<file path="src/rtl/dds_multichannel_core_pkg.sv">
// Shared definitions for the multichannel DDS core: waveform modes, config
// register addresses and the reset duty value.
package dds_multichannel_core_pkg;

    typedef enum logic [1:0] {
        MODE_SINE = 2'd0,
        MODE_TRI  = 2'd1,
        MODE_PWM  = 2'd2,
        MODE_SAW  = 2'd3
    } dds_mode_e;

    localparam logic [1:0] ADDR_FREQ   = 2'd0;
    localparam logic [1:0] ADDR_OFFSET = 2'd1;
    localparam logic [1:0] ADDR_DUTY   = 2'd2;
    localparam logic [1:0] ADDR_MODE   = 2'd3;

    // Half of full scale (50% duty) for an accumulator of width w; callers truncate.
    function automatic logic [63:0] defaultDuty(int unsigned w);
        return 64'd1 << (w - 1);
    endfunction

endpackage

</file>
<file path="src/rtl/dds_sine_lut.sv">
// Quarter-wave sine ROM with symmetry folding; output is offset binary with
// phase 0 landing exactly on midscale.
module dds_sine_lut #(
    parameter int LUT_AW = 8,
    parameter int OUT_W  = 16
) (
    input  logic [LUT_AW+1:0] phase,
    output logic [OUT_W-1:0]  sample
);
    localparam int DEPTH = 1 << LUT_AW;
    localparam logic [OUT_W-1:0] MID = {1'b1, {(OUT_W-1){1'b0}}};

    typedef logic [OUT_W-2:0] rom_t [DEPTH];

    function automatic rom_t buildRom();
        rom_t r;
        real amp;
        amp = real'((1 << (OUT_W - 1)) - 1);
        for (int i = 0; i < DEPTH; i++) begin
            r[i] = (OUT_W-1)'($rtoi(amp * $sin(3.141592653589793 * real'(i) / (2.0 * real'(DEPTH))) + 0.5));
        end
        return r;
    endfunction

    localparam rom_t ROM = buildRom();

    logic [LUT_AW-1:0] idx;
    logic [OUT_W-2:0]  mag;

    // Second and fourth quarters read the table backwards; the upper half is negated.
    assign idx    = phase[LUT_AW] ? ~phase[LUT_AW-1:0] : phase[LUT_AW-1:0];
    assign mag    = ROM[idx];
    assign sample = phase[LUT_AW+1] ? MID - {1'b0, mag} : MID + {1'b0, mag};

endmodule

</file>
<file path="src/rtl/dds_multichannel_core.sv">
// N-channel DDS engine with shadow/active config registers, a shared commit
// strobe for phase-coherent retunes and a two-stage sample pipeline.
module dds_multichannel_core
    import dds_multichannel_core_pkg::*;
#(
    parameter int NCH     = 2,
    parameter int PHASE_W = 32,
    parameter int OUT_W   = 16,
    parameter int LUT_AW  = 8
) (
    input  logic                   clk,
    input  logic                   reset,
    input  logic                   cfg_valid,
    output logic                   cfg_ready,
    input  logic [2:0]             cfg_chan,
    input  logic [1:0]             cfg_addr,
    input  logic [PHASE_W-1:0]     cfg_data,
    output logic                   cfg_err,
    input  logic                   commit,
    input  logic                   sync_clear,
    output logic [NCH*OUT_W-1:0]   sample_out
);
    localparam logic [PHASE_W-1:0] DUTY_RST = PHASE_W'(defaultDuty(PHASE_W));

    logic accept;
    logic chanOk;

    // Writes are refused during a commit so shadow and active never race.
    assign cfg_ready = !commit;
    assign accept    = cfg_valid && cfg_ready;
    assign chanOk    = int'(cfg_chan) < NCH;

    always_ff @(posedge clk or posedge reset) begin
        if (reset) begin
            cfg_err <= 1'b0;
        end else begin
            cfg_err <= accept && !chanOk;
        end
    end

    for (genvar n = 0; n < NCH; n++) begin : gChan
        logic [PHASE_W-1:0] freqS, offS, dutyS;
        logic [PHASE_W-1:0] freqA, offA, dutyA;
        dds_mode_e          modeS, modeA;
        logic [PHASE_W-1:0] acc, ph;
        logic [OUT_W-1:0]   sineVal, waveVal, sampleReg;
        logic               wrHere;

        assign wrHere = accept && chanOk && (cfg_chan == 3'(n));

        always_ff @(posedge clk or posedge reset) begin
            if (reset) begin
                freqS     <= '0;
                offS      <= '0;
                dutyS     <= DUTY_RST;
                modeS     <= MODE_SINE;
                freqA     <= '0;
                offA      <= '0;
                dutyA     <= DUTY_RST;
                modeA     <= MODE_SINE;
                acc       <= '0;
                ph        <= '0;
                sampleReg <= '0;
            end else begin
                if (wrHere) begin
                    case (cfg_addr)
                        ADDR_FREQ:   freqS <= cfg_data;
                        ADDR_OFFSET: offS  <= cfg_data;
                        ADDR_DUTY:   dutyS <= cfg_data;
                        default:     modeS <= dds_mode_e'(cfg_data[1:0]);
                    endcase
                end
                if (commit) begin
                    freqA <= freqS;
                    offA  <= offS;
                    dutyA <= dutyS;
                    modeA <= modeS;
                end
                acc       <= sync_clear ? '0 : acc + freqA;
                ph        <= acc + offA;
                sampleReg <= waveVal;
            end
        end

        dds_sine_lut #(
            .LUT_AW (LUT_AW),
            .OUT_W  (OUT_W)
        ) uSineLut (
            .phase  (ph[PHASE_W-1 -: LUT_AW+2]),
            .sample (sineVal)
        );

        always_comb begin
            waveVal = '0;
            case (modeA)
                MODE_SINE: waveVal = sineVal;
                MODE_TRI:  waveVal = ph[PHASE_W-1] ? ~ph[PHASE_W-2 -: OUT_W] : ph[PHASE_W-2 -: OUT_W];
                MODE_PWM:  waveVal = (ph < dutyA) ? '1 : '0;
                default:   waveVal = ph[PHASE_W-1 -: OUT_W];
            endcase
        end

        assign sample_out[n*OUT_W +: OUT_W] = sampleReg;
    end

endmodule

</file>
<file path="config.mk">
export PLATFORM = sky130hd
export DESIGN_NAME = dds_multichannel_core
export DESIGN_NICKNAME = d
export VERILOG_FILES = /design/src/rtl/dds_multichannel_core_pkg.sv /design/src/rtl/dds_sine_lut.sv /design/src/rtl/dds_multichannel_core.sv
export SDC_FILE = /design/constraint.sdc
export NUM_CORES = 2
export LEC_CHECK = 0
export ABC_AREA = 1
export CAP_MARGIN = 20
export CORE_UTILIZATION = 30
export DETAILED_ROUTE_END_ITERATION = 7
export DONT_BUFFER_PORTS = 1
export PLACE_DENSITY = 0.45
export REMOVE_ABC_BUFFERS = 1
export SLEW_MARGIN = 40
export SYNTH_ARGS = -nofsm -noshare
export SYNTH_HDL_FRONTEND = slang
export SYNTH_HIERARCHICAL = 1
export SYNTH_SLANG_ARGS = --single-unit
</file>
<file path="constraint.sdc">
create_clock -name clk -period 23 [get_ports clk]
set_input_delay 0 -clock clk [delete_from_list [all_inputs] [get_ports clk]]
set_output_delay 0 -clock clk [all_outputs]
set_load 0.005 [all_outputs]
</file>
# Word level (Yosys, flattened, before mapping)
# Memory sizes are Yosys's and may differ from the RTL's.
# Index checks and enable logic that the tools add are counted.
[word_totals]
wordCells = 88
mem_bits_ro = 7680
input_bits = 42
register_bits = 553
out_inout_bits = 34
n_memories = 2
[mem_list]
columns = ["memory", "words", "word_bits", "rd", "rd_clocked_by_memory_dff", "write_ports", "line", "source"]
rows = [
  ["(no name shown)", 256, 15, 1, 0, 0, "dds_sine_lut.sv:32", "assign mag = ROM[idx];"],
  ["(no name shown)", 256, 15, 1, 0, 0, "dds_sine_lut.sv:32", ""],
]
[op_classes]
order_cmp = 5
bitwise_logic = 7
muxes = 16
addsub = 8
reduce_logical = 20
n_eq_ne = 7
[ops]
columns = ["op", "n"]
rows = [
  ["adder 32 bit", 4],
  ["two-way mux 16 bit", 6],
  ["case mux 16 bit (3 select lines)", 2],
  ["< comparator 32 bit", 2],
  ["two-way mux 32 bit", 2],
  ["two-way mux 15 bit", 4],
  ["adder 16 x 15 -> 16 bit (first input constant)", 2],
  ["NOT 16 bit", 2],
  ["subtractor 16 x 15 -> 16 bit (first input constant)", 2],
  [">= comparator 9 bit (second input constant)", 2],
  ["NOT 8 -> 9 bit", 2],
  ["two-way mux 8 bit", 2],
  ["NOT 8 bit", 2],
  ["AND reduction 2 bit", 8],
  ["equality test 2 x 1 -> 1 bit (second input constant)", 3],
  ["equality test 2 bit (second input constant)", 3],
  ["logical NOT 2 bit", 3],
  ["logical AND 1 bit", 5],
  ["equality test 3 x 1 -> 1 bit (second input constant)", 1],
  ["logical NOT 3 bit", 1],
  ["< comparator 3 x 2 -> 1 bit (second input constant)", 1],
  ["OR reduction 3 bit", 1],
  ["logical NOT 1 bit", 2],
  ["NOT 1 bit", 1],
]

# Longest topological paths before layout
[logic_depth]
ltp_word = 9
ltp_mapped = 25
depth_no_buf = 25

# Hierarchy
# The synthesis kept the hierarchy.
[modules_own_cells]
columns = ["mod", "cells_per_inst", "n_inst", "area_each_um2"]
rows = [
  ["dds_multichannel_core", 3645, 1, 28765.1],
  ["dds_sine_lut", 950, 2, 4520.6],
]

# Worst setup path before layout
# Ideal clock, no wire load.
[synth_path]
path_kind = "register to register"
startpoint = "register gChan[0].ph[30]"
endpoint = "register gChan[0].sampleReg[6]"
stages_incl_launch_ff = 22
slack_ps = 19666
n_path_buf = 1
period_less_slack_ps = 3334
t_arrival_ps = 3197
cell_sequence = "dfrtp_1 > buf_6 > nand2_1 > nand2_2 > ha_1 > nand3_1 > nand2_1 > nand2_1 > o21ai_0 > nand2_1 > a21oi_1 > nand2_1 > nand2_1 > nand2_1 > nand2_1 > ha_1 > nand3_2 > o21bai_4 > xor2_1 > inv_1 > a221oi_1 > a21oi_1"
[synth_between]
elab_chain_cells = 8
elab_cells_between_ends = 11
classes_between = "2 x add/sub; 1 x order compare; 6 x mux; 1 x bitwise; 1 x memory"
[synth_rtl]
columns = ["item", "line", "source"]
rows = [
  ["from (decl)", "dds_multichannel_core.sv:45", "logic [PHASE_W-1:0] acc, ph;"],
  ["from (signal assigned)", "dds_multichannel_core.sv:80", "ph <= acc + offA;"],
  ["two-way mux 8 bit (*)", "dds_sine_lut.sv:31", "assign idx = phase[LUT_AW] ? ~phase[LUT_AW-1:0] : phase[LUT_AW-1:0];"],
  ["NOT 8 -> 9 bit (not written as such) (*)", "dds_sine_lut.sv:32", ""],
  ["memory (256 x 15 bit) (*)", "-", ""],
  ["two-way mux 15 bit (not written as such) (*) (2 in a row)", "dds_sine_lut.sv:32", ""],
  ["adder 16 x 15 -> 16 bit / subtractor 16 x 15 -> 16 bit (equally long branches)", "dds_sine_lut.sv:33", "assign sample = phase[LUT_AW+1] ? MID - {1'b0, mag} : MID + {1'b0, mag};"],
  ["two-way mux 16 bit (*)", "dds_sine_lut.sv:33", ""],
  ["via gChan[0].sineVal[6]", "dds_multichannel_core.sv:46", "logic [OUT_W-1:0] sineVal, waveVal, sampleReg;"],
  ["case mux 16 bit (3 select lines) (*)", "dds_multichannel_core.sv:95", "case (modeA)"],
  ["via gChan[0].waveVal[6]", "dds_multichannel_core.sv:46", ""],
  ["to (signal assigned)", "dds_multichannel_core.sv:81", "sampleReg <= waveVal;"],
  ["to (decl)", "dds_multichannel_core.sv:46", ""],
]
# The timed path passes the listed nets; every way through them passes the cells marked *. The select of a mux whose other input is x is not followed.
# A chain may end at the register's enable or synchronous reset.

# Final worst setup path
[layout_path]
startpoint = "register gChan[0].ph[30]"
endpoint = "register gChan[0].sampleReg[12]"
# The elaborated chain is that of the path after synthesis.

==> impl_metrics.py <==
metrics = {
    "status": {
        "outcome": "completed",
    },
    "power": {
        "finalPower_mw": 6.284,
        "peakVddDrop_v": 0.00006242,
        "p_leak_nw": 21.28,
        "powerDensity_nw_per_um2": 149.4,
    },
    "synthesis": {
        "yosysTopAreaCell": "dfrtp_1",
        "ys_seq_area_share_pct": 36.62,
        "synth_area_sq_um": 37810,
        "yosysUniqueCellTypes": 47,
        "netlist_instances": 5545,
        "syn_avg_cell_area_sq_um": 6.818,
        "synth_top_cell_area_share_pct": 36.34,
        "synth_area_leaders": "dfrtp_1 (36%), nand2_1 (20%), ha_1 (7.3%)",
        "synth_seq_cells": 553,
        "yosys_warnings": 6,
    },
    "sta": {
        "rsz0062_at_grt": "no",
        "fmax_mhz": 210.1,
        "hold_viol_final": 0,
        "relSlewSlack_pct": 41.99,
        "finalWorstSetupSlack_ps": 18240,
        "setup_viol": 0,
        "slew_viol_final": 0,
        "hold_ws_ps": 136.5,
        "tightest_slew_ps": 869.2,
        "finalCritPeriodShare_pct": 20.69,
        "fin_worst_skew_ps": 31.77,
        "fin_crit_ps": 4759,
        "setup-tns-final_ps": 0,
    },
    "setup_path": {
        "crit_chain": "inv_2, nand2_1, nand2_1, ha_1, inv_1, nand3_1, nand2_1, nor2_1, o21ai_0, nand3_1, nand3_1, nand3_1, nand2_1, ha_1, nand3_2, o21bai_4, nand4_1, nand2_1, inv_1, a221oi_1, a21oi_1",
        "start_kind": "flop",
        "end_kind": "flop",
        "crit_type": "flop to flop",
        "reg2reg_setup_slack_ps": 18240,
        "cp_common_cell": "nand2_1",
        "cp_num_buf_inv": 3,
        "slowest_stage": "dfrtp_2",
        "worstPathArrival_ps": 5220,
        "cp_top_family": "simple AND/OR/NAND/NOR gates",
        "cpPeakStageDelay_ps": 690,
        "worstPathMaxFanout": 18,
        "critPathRequiredTime_ps": 23460,
    },
    "place": {
        "gp_congestion": 0.9791,
        "port_buffers": 0,
        "dpl_cell_area_sq_um": 39130,
        "dp_slack_ps": 18030,
        "hpwl_um": 109400,
        "place_inst": 7005,
    },
    "detailed_routing": {
        "routed_wl_um": 150300,
        "first_pass_iters": 6,
        "wl_per_cell_um": 20.92,
        "routed-via-count": 36473,
        "drtAntennaViolNets": 0,
        "vias_per_cell": 5.077,
        "drc": 0,
        "first_iter_violations": 3237,
    },
    "finish": {
        "multi_input_area_sq_um": 21230,
        "stdcell_count": 7184,
        "fin_area_sq_um": 42070,
        "area_delta_synth_final_pct": 11.27,
        "most-common-layout-cells": "nand2_1 (1982), dfrtp_1 (547), nor2_1 (493)",
        "nNetsFinal": 5761,
        "regArea_sq_um": 13850,
        "final_common_cell": "nand2_1",
        "drive_gt1_share_pct": 4.546,
        "fill_cells": 13736,
        "final_util_pct": 33.85,
    },
    "clock_network": {
        "numCtsBuffers": 68,
        "clockRootBuffer": "clkbuf_16",
        "cts_max_level": 3,
        "cts_tree": "done",
        "cts_setup_buffers": 0,
        "path_clk_slew_ps": 70,
        "clock_sinks": 553,
        "cts_hold_buffers": 47,
        "postCtsResizedCells": 0,
        "clockBufferDepth": 3,
        "clkLatencyLatePin_ps": 620,
    },
    "floorplan": {
        "die_w_um": 357.0,
        "ios": 76,
        "die_area_sq_um": 127400,
        "core_sq_um": 124300,
        "rows": 129,
        "die_y_um": 357.0,
        "start_util_pct": 30.42,
    },
    "global_route": {
        "grt_overflow_total": 0,
        "track_usage_pct": 23.42,
        "antenna_found_initial": 10,
        "grt_pass1_wl_um": 228400,
        "grt_pass1_vias": 35333,
        "grt_max_degree": 265,
    },
    "flow_run": {
        "maxCapViolCount": 0,
    },
    "worst_hold_path": {
        "hold_class": "input port to flop",
    },
}
sequential cells by signal, summed over array words and instances (netlist names):
signal	flops
gChan.freqA	64
gChan.ph	64
gChan.dutyA	64
gChan.modeA	4
gChan.dutyS	64
gChan.offA	64
gChan.sampleReg	32
gChan.modeS	4
gChan.offS	64
cfg_err	1
gChan.acc	64
gChan.freqS	64
final timing paths:
| path | start | endpoint | cells past startpoint |
|---|---|---|---|
| min in group asynchronous | reset | gChan[0].sampleReg[15] | 3 |
| min reg2reg | gChan[1].freqS[27] | gChan[1].freqA[27] | 2 |
| max | gChan[0].ph[30] | gChan[0].sampleReg[12] | 21 |
| max in group asynchronous | reset | gChan[1].offS[3] | 6 |
| max reg2reg | gChan[0].ph[30] | gChan[0].sampleReg[12] | 21 |
| min | cfg_valid | cfg_err | 3 |
power by group:
part           leakage, nW  switching [mW]  total, mW  internal (mW)
clock network         1.10           0.451       1.10          0.650
registers             7.32           0.184       1.35           1.16
logic                 12.9            2.75       3.83           1.08
layer usage:
| metal | global-route usage, % | part of all wire [%] | wire [um] |
|---|---|---|---|
| met3 | 2.587 | 5.2 | 7815 |
| met2 | 37.10 | 45 | 67140 |
| met4 | 8.521 | 3.5 | 5274 |
| met1 | 32.79 | 47 | 69940 |
| met5 | 0 | 0.055 | 83 |
cells by family after synthesis:
group	share of synthesized area [%]
adders and majority gates	7.559
and+or+nand+nor	33.64
DFF	36.62
AOI/OAI and AO/OA	13.27
buffers and inverters	7.420
xor gates and xnor gates	1.493
cell type report:
cell class / instances / area share, %
multi-input cells: 4318 / 50.47
flip-flops and latches: 553 / 32.92
well taps: 1637 / 4.869
clock buffers: 98 / 4.726
inverters: 466 / 4.182
repair buffers: 86 / 2.174
clock inverters: 22 / 0.6365
diodes: 4 / 0.02380
cells in the mapped netlist (all sizes together):
cell type     n
nand2      2034
dfrtp       549
nor2        510
o21ai       501
inv         465
nand3       443
a21oi       328
ha          222
clkbuf      112
buf          96
nor3         40
nand4        38
xor2         34
a221oi       32
xnor2        27
o21bai       18
o211ai       14
nor4         11
nand3b       10
a21boi        9
a31oi         9
o21a          8
a21o          7
or2           5
a22oi         4
dfstp         4
fa            4
nor3b         4
o2111ai       4
o31ai         2
clkinv        1
tightest hold or removal path: stages:
cell and delay, ps:
inv_1 90, nor3_1 60, dlygate4sd3_1 550
Power figures use the tool's default switching activity.
